[config.mk]
export PLATFORM = sky130hd
export DESIGN_NAME = mux_n_reg
export DESIGN_NICKNAME = d
export VERILOG_FILES = /design/src/rtl/mux_pkg.sv /design/src/rtl/rr_arbiter.sv /design/src/rtl/mux_n_reg.sv
export SDC_FILE = /design/constraint.sdc
export NUM_CORES = 1
export LEC_CHECK = 0
export ABC_AREA = 1
export CAP_MARGIN = 5
export CELL_PAD_IN_SITES_DETAIL_PLACEMENT = 1
export CELL_PAD_IN_SITES_GLOBAL_PLACEMENT = 1
export CORE_ASPECT_RATIO = 1.75
export CORE_MARGIN = 2
export CORE_UTILIZATION = 22
export CTS_CLUSTER_DIAMETER = 50
export DETAILED_ROUTE_END_ITERATION = 8
export PLACE_DENSITY = 0.77
export SLEW_MARGIN = 25
export SYNTH_ARGS = -nofsm -noshare
export SYNTH_HDL_FRONTEND = slang
export SYNTH_SLANG_ARGS = --single-unit
export TNS_END_PERCENT = 1
[constraint.sdc]
create_clock -name clk -period 1.5 [get_ports clk]
set_input_delay 0.225 -clock clk [delete_from_list [all_inputs] [get_ports clk]]
set_output_delay 0.225 -clock clk [all_outputs]
set_load 0.005 [all_outputs]
[src/rtl/mux_pkg.sv]
// Shared definitions for the registered N-way channel multiplexer:
// output-register state encoding and the default channel data width.
package mux_pkg;

  typedef enum logic {
    ST_EMPTY = 1'b0,
    ST_FULL  = 1'b1
  } mux_state_t;

  localparam int DEFAULT_WIDTH = 16;

endpackage

[src/rtl/rr_arbiter.sv]
// Round-robin request search: returns the first requesting channel found
// starting at ptr and wrapping modulo N.
module rr_arbiter #(
  parameter  int N     = 4,
  localparam int SEL_W = (N <= 2) ? 1 : $clog2(N)
) (
  input  logic [N-1:0]     req,
  input  logic [SEL_W-1:0] ptr,
  output logic [SEL_W-1:0] grant,
  output logic             grant_valid
);

  // Scan from the farthest offset down so the offset closest to ptr wins.
  always_comb begin
    int idx;
    idx         = 0;
    grant       = '0;
    grant_valid = 1'b0;
    for (int k = N - 1; k >= 0; k--) begin
      idx = (int'(ptr) + k) % N;
      if (req[idx]) begin
        grant       = SEL_W'(idx);
        grant_valid = 1'b1;
      end
    end
  end

endmodule

[src/rtl/mux_n_reg.sv]
// N-channel valid/ready multiplexer feeding a one-entry output register.
// Define MUX_N_REG_RR_EN to add the rr_mode port and round-robin arbitration.
module mux_n_reg
  import mux_pkg::*;
#(
  parameter  int WIDTH = DEFAULT_WIDTH,
  parameter  int N     = 4,
  localparam int SEL_W = (N <= 2) ? 1 : $clog2(N)
) (
  input  logic                 clk,
  input  logic                 rst_n,
`ifdef MUX_N_REG_RR_EN
  input  logic                 rr_mode,
`endif
  input  logic [N*WIDTH-1:0]   in_data,
  input  logic [N-1:0]         in_valid,
  output logic [N-1:0]         in_ready,
  input  logic [SEL_W-1:0]     sel,
  output logic [WIDTH-1:0]     out_data,
  output logic [SEL_W-1:0]     out_ch,
  output logic                 out_valid,
  input  logic                 out_ready,
  output logic                 sel_err
);

  localparam logic [SEL_W:0] N_LIM = (SEL_W + 1)'(N);

  mux_state_t       st;
  logic             slot_free;
  logic             sel_ok;
  logic             sel_mode;
  logic             grant_ok;
  logic             xfer;
  logic [SEL_W-1:0] grant;
  logic [N-1:0]     grant_oh;
  logic [WIDTH-1:0] grant_data;

  assign out_valid = (st == ST_FULL);
  assign slot_free = (st == ST_EMPTY) | out_ready;
  assign sel_ok    = ({1'b0, sel} < N_LIM);

`ifdef MUX_N_REG_RR_EN
  logic [SEL_W-1:0] ptr;
  logic [SEL_W-1:0] rr_grant;
  logic             rr_valid;

  rr_arbiter #(.N(N)) u_rr_arbiter (
    .req         (in_valid),
    .ptr         (ptr),
    .grant       (rr_grant),
    .grant_valid (rr_valid)
  );

  assign sel_mode = !rr_mode;
  assign grant    = rr_mode ? rr_grant : sel;
  assign grant_ok = rr_mode ? rr_valid : sel_ok;

  always_ff @(posedge clk or negedge rst_n) begin
    if (!rst_n) begin
      ptr <= '0;
    end else if (xfer) begin
      ptr <= (int'(grant) == N - 1) ? '0 : grant + 1'b1;
    end
  end
`else
  assign sel_mode = 1'b1;
  assign grant    = sel;
  assign grant_ok = sel_ok;
`endif

  always_comb begin
    grant_oh   = '0;
    grant_data = '0;
    for (int i = 0; i < N; i++) begin
      if (grant == SEL_W'(i)) begin
        grant_oh[i] = 1'b1;
        grant_data  = in_data[i*WIDTH +: WIDTH];
      end
    end
  end

  // rst_n gates ready so nothing is accepted while reset is held.
  assign in_ready = (rst_n & slot_free & grant_ok) ? grant_oh : '0;
  assign xfer     = |(in_valid & in_ready);

  // Output register stage
  always_ff @(posedge clk or negedge rst_n) begin
    if (!rst_n) begin
      st       <= ST_EMPTY;
      out_data <= '0;
      out_ch   <= '0;
      sel_err  <= 1'b0;
    end else begin
      if (xfer) begin
        st       <= ST_FULL;
        out_data <= grant_data;
        out_ch   <= grant;
      end else if (out_ready) begin
        st       <= ST_EMPTY;
      end
      if (sel_mode && !sel_ok) begin
        sel_err <= 1'b1;
      end
    end
  end

endmodule

Yosys cells after proc, flatten, opt, wreduce, memory -nomap -nowiden. Index checks and enable logic that the tools add are counted.

Output and inout bits: 24. Bits in registers: 19. Latch bits: 0. Input port bits: 73. Logic and storage cells: 24. Bits in writable memories: 0. Memories kept: 0. Memory bits (read-only): 0.

Equality and inequality tests: 3. Multipliers: 0. Magnitude comparators: 0. Add/subtract/negate cells: 0. Shift-type cells: 0. Multiplexer cells: 11. Reduce and logical (&&, ||, !) cells: 3. Bitwise operators: 4. Div/mod/pow operators: 0.

Operators by type and width (number): 2-to-1 mux 16 bit (4); 2-to-1 mux 1 bit (6); bitwise AND 4 bit (1); == test 2 bit, second input constant (2); 2-to-1 mux 4 bit (1); OR reduction 4 bit (1); == test 2 x 1 -> 1 bit, second input constant (1); logical NOT 2 bit (1); nonzero test 2 bit (1); bitwise AND 1 bit (1); inverter 1 bit (1); bitwise OR 1 bit (1).

Longest topological paths before layout.
Depth in word-level cells: 7. Depth in mapped cells: 9. Depth with buffers taken out: 7.

Least setup slack after synthesis. OpenSTA, ideal clock, no wires.

Path kind: reg2reg. Start: register st, in the netlist out_valid. End: register out_ch[0]. Clock period less this slack: 1.226 ns. Cell stages (with the launch flop): 8. Arrival time: 1.103 ns. Required time: 1.377 ns. Library setup time: 0.123 ns. Buffers on the path: 1. Path slack: 0.274 ns. Cell sequence: dfrtp_1 -> a21oi_2 -> nand3_2 -> nand2_4 -> nor2_8 -> buf_6 -> nand2_1 -> nand2_1.

Cells in the longest elaborated chain, start to end: 6.

RTL lines: start: declaration (line mux_n_reg.sv:28) `mux_state_t st;`; start signal: assignment (line mux_n_reg.sv:89) `st <= ST_EMPTY;`; start signal: assignment (line mux_n_reg.sv:95) `st <= ST_FULL;`; start signal: assignment (line mux_n_reg.sv:99) `st <= ST_EMPTY;`; inverter 1 bit (line mux_n_reg.sv:39) `assign slot_free = (st == ST_EMPTY) | out_ready;`; bitwise OR 1 bit (line mux_n_reg.sv:39); bitwise AND 1 bit (line mux_n_reg.sv:83) `assign in_ready = (rst_n & slot_free & grant_ok) ? grant_oh : '0;`; 2-to-1 mux 4 bit (line mux_n_reg.sv:83); bitwise AND 4 bit (line mux_n_reg.sv:84) `assign xfer = |(in_valid & in_ready);`; OR reduction 4 bit (line mux_n_reg.sv:84); end signal: assignment (line mux_n_reg.sv:97) `out_ch <= grant;`; end: declaration (line mux_n_reg.sv:20) `output logic [SEL_W-1:0] out_ch,`.

No other way between the ends. A chain may end at the register's enable or synchronous reset.

Worst setup path in the final report.
Start: register st, in the netlist out_valid. End: output port in_ready[2].

Cells in the longest elaborated chain, start to end: 4.

RTL lines: inverter 1 bit (line mux_n_reg.sv:39); bitwise OR 1 bit (line mux_n_reg.sv:39); bitwise AND 1 bit (line mux_n_reg.sv:83); 2-to-1 mux 4 bit (line mux_n_reg.sv:83); end: declaration (line mux_n_reg.sv:17) `output logic [N-1:0] in_ready,`.

No other way between the ends.

==> reports/summary.md <==
- **total routing resource utilization after global routing** 16.11%
- **wirelength, routed** 5684 um
- **Die H** 107.4 um
- **share of synthesized area occupied by flip-flops and latches** 35.35%
- **wire length of the first global-routing pass** 8500 um
- **final critical-path required period** 1419 ps
- **x dimension of the die** 63.11 um
- **maximum fanout encountered on the critical timing path** 4
- **type of destination of the critical path** output pin
- **share of layout cells above drive strength 1** 17.88%
- **Total Die Area** 6780 um^2
- **number of pins exceeding their max-slew limit in the final report** 0
- **critical path class** reg -> out
- **Std-Cell Rows** 37
- **proportion of synthesized area in mux cells** 0%
- **Syn Std Cell Area** 1345 um^2
- **post-route setup slack** 80.79 ps
- **number of different library cells in the post-synthesis netlist** 21
- **TritonCTS clock tree** built
- **leading post-synthesis cells by cell area** sky130_fd_sc_hd__dfrtp_1 (35%), sky130_fd_sc_hd__nand2_1 (28%), sky130_fd_sc_hd__nand4_1 (7.4%)
- **CTS Buf Count** 3
- **met2 Resource Use GR** 32.90%
- **combinational family with the most area after synthesis** simple AND/OR/NAND/NOR gates
- **Total Power** 1.964 mW
- **worst min-delay path category** in -> async
- **RSZ-0062 raised after global routing** false
- **vias per inst** 4.511
- **total core area** 5879 um^2
- **cell taking the most area after synthesis** sky130_fd_sc_hd__dfrtp_1
- **Synth Area in XOR/XNOR** 0%
- **clock tree skew after final layout** 6.194 ps
- **total number of vias** 1714
- **root buffer selected by CTS** sky130_fd_sc_hd__clkbuf_8
- **area share of the largest cell type after synthesis** 35.35%
- **Setup crit start kind** flip-flop
- **Layout Nets** 376
- **DRT Pass-1 Iters** 4
- **Worst-Skew Late Latency** 260 ps
- **post-detailed-route DRC marker count** 0
- **maximum number of pins on one net before global-route repair** 22
- **number of DRC violations after detailed-routing iteration 0** 48
- **total of warnings raised by yosys** 0
- **Routed Antenna Nets** 0
- **Worst Setup Slack post-DPL** -570.6 ps
- **HPWL after DPL** 4457 um
- **Clock Sinks** 19
- **cell total after placement** 367
- **average routed wire per standard cell** 14.96 um
- **maximum number of buffers from clock root to sink** 2
- **synthesized instance count** 188
- **Critical Path AT** 1190 ps
- **peak supply drop** 524.0 uV
- **Post-Synthesis Net Count** 261
- **post-synthesis share of cell area spent on full adders, half adders and majority gates** 0%
- **async set-or-reset flop fraction in the synthesized netlist** 100.0%
- **Area Growth Syn to Fin** 99.72%
- **run status** completed
- **Hold Worst Slack** 155.6 ps
- **number of global-route vias before repair** 1806
- **fraction of the mapped netlist area in compound gates** 6.977%
- **simple-gate share of the synthesized area** 49.40%
- **post-route cell area** 2686 um^2
- **final setup vio count** 0
- **post-route insts no fill** 380
- **# IOs** 97
- **count of flip-flops with a built-in enable after synthesis** 0
- **global-route met3 utilization** 3.347%
- **number of max-capacitance violations reported** 0
- **number of diodes** 0
- **power density cells** 731.0 nW/um^2
- **post-CTS clock slew at the launch and capture registers of the worst setup and hold paths** 80 ps
- **antenna violations before repair** 0
- **Leakage Power** 1.227 nW
- **Cell Area, Placed** 2500 um^2
- **weighted congestion reported at the end of routability-driven placement** 0.7615
- **highest clock rate** 704.6 MHz
- **remaining global-route overflow** 0
- **list of most frequent post-synthesis cells** sky130_fd_sc_hd__nand2_1 (102), sky130_fd_sc_hd__dfrtp_1 (19), sky130_fd_sc_hd__nand4_1 (16)
- **filler cell count** 728
- **top-count cell post-synth** sky130_fd_sc_hd__nand2_1
- **final cycle utilization of the critical path** 94.61%
- **Main synth FF type** sky130_fd_sc_hd__dfrtp_1
- **GRT Max-Usage Layer** met2
- **Port Buffer Count** 95
- **global-route track usage on met1** 16.95%
- **Final Hold Fails** 0
- **syn avg cell area** 7.154 um^2
- **starting density of the core** 22.88%
- **endpoint required time on the critical path** 1270 ps
- **number of flip-flops and latches in the synthesized netlist** 19
- **count of H-tree levels built during CTS** 1
## critical path, stage by stage, from the launching register on
cell	delay, ps
sky130_fd_sc_hd__dfrtp_1	420
sky130_fd_sc_hd__a21oi_4	200
sky130_fd_sc_hd__inv_2	90
sky130_fd_sc_hd__nor3_2	110
sky130_fd_sc_hd__buf_2	130
## layout make-up
class                      instances  area, um^2  share of cell area [%]
clock buffer                       3       41.29                   1.537
clock inverter                     1       5.005                  0.1863
inverter                           7       31.28                   1.164
multi-input combinational        157       872.1                   32.46
sequential                        19       475.5                   17.70
tap                               78       97.59                   3.633
timing repair buffer             115        1164                   43.32
## registers in the layout, indices dropped and copies added, names as in the netlist
name and flops:
out_ch 2, out_data 16, out_valid 1
## kinds of logic (layout without fill, tap and decap cells)
logic type / count (synthesis) / after routing
and+or+nand+nor: 133 / 138
DFF: 19 / 19
AOI/OAI and AO/OA: 18 / 18
buffers and inverters: 17 / 126
other: 1 / 1
## where the power goes
group / leakage, nW / switching (mW) / internal [mW]
clock: 0.0255 / 0.173 / 0.185
combinational: 0.963 / 0.346 / 0.543
sequential: 0.239 / 0.0782 / 0.639
total: 1.23 / 0.597 / 1.37
## placed cells by master (no fill, tap or decap)
cell type,count
sky130_fd_sc_hd__a21oi_4,1
sky130_fd_sc_hd__buf_12,5
sky130_fd_sc_hd__buf_2,4
sky130_fd_sc_hd__buf_4,11
sky130_fd_sc_hd__buf_6,4
sky130_fd_sc_hd__clkbuf_8,3
sky130_fd_sc_hd__clkdlybuf4s50_1,86
sky130_fd_sc_hd__clkinv_2,1
sky130_fd_sc_hd__conb_1,1
sky130_fd_sc_hd__dfrtp_1,19
sky130_fd_sc_hd__dlygate4sd2_1,2
sky130_fd_sc_hd__dlymetal6s2s_1,3
sky130_fd_sc_hd__inv_1,2
sky130_fd_sc_hd__inv_2,3
sky130_fd_sc_hd__inv_4,2
sky130_fd_sc_hd__nand2_1,101
sky130_fd_sc_hd__nand2_2,2
sky130_fd_sc_hd__nand2_4,3
sky130_fd_sc_hd__nand2_8,2
sky130_fd_sc_hd__nand3_2,1
sky130_fd_sc_hd__nand3_4,1
sky130_fd_sc_hd__nand4_1,16
sky130_fd_sc_hd__nand4_4,2
sky130_fd_sc_hd__nor2_1,1
sky130_fd_sc_hd__nor2_2,1
sky130_fd_sc_hd__nor2_4,1
sky130_fd_sc_hd__nor2_8,4
sky130_fd_sc_hd__nor3_2,3
sky130_fd_sc_hd__o21ai_0,12
sky130_fd_sc_hd__o21ai_1,5
## worst paths after layout
check | from | to | slack (ps) | depth (start not counted)
worst max-delay path | out_valid | in_ready[2] | 80 | 4
max in group asynchronous | rst_n | out_ch[0] | 1110 | 2
min in group clk | out_ready | out_valid | 350 | 4
worst max register to register | out_valid | out_data[0] | 140 | 7
worst min-delay path | rst_n | out_data[11] | 160 | 2
worst min register to register | out_ch[1] | out_ch[1] | 480 | 2
## metrics by stage
step | util [%] | setup TNS [ps]
after CTS | 43.73 | -19.25
after detailed placement | 42.52 | -8679
final | 45.69 | 0
after global routing | 45.69 | 0
after floorplan | - | 0
after global placement | 42.52 | -8422
## repair_timing
| item | in CTS | in global routing |
|---|---|---|
| hold endpoints to repair | 0 | 0 |
| resized for setup | 28 | 11 |
| gates cloned | 0 | 5 |
| hold buffers | 0 | 0 |
| setup endpoints to repair | 23 | 23 |
| pin swaps | 5 | 8 |
| buffers inserted | 0 | 4 |
## per-layer routing
metal  vias up  part of all wire, %
li1        845                    -
met3         2                  5.7
met1       795                   36
met2        72                   58
met5         -                    0
met4         0                 0.55
No activity file was read; power rests on OpenSTA's default activity.
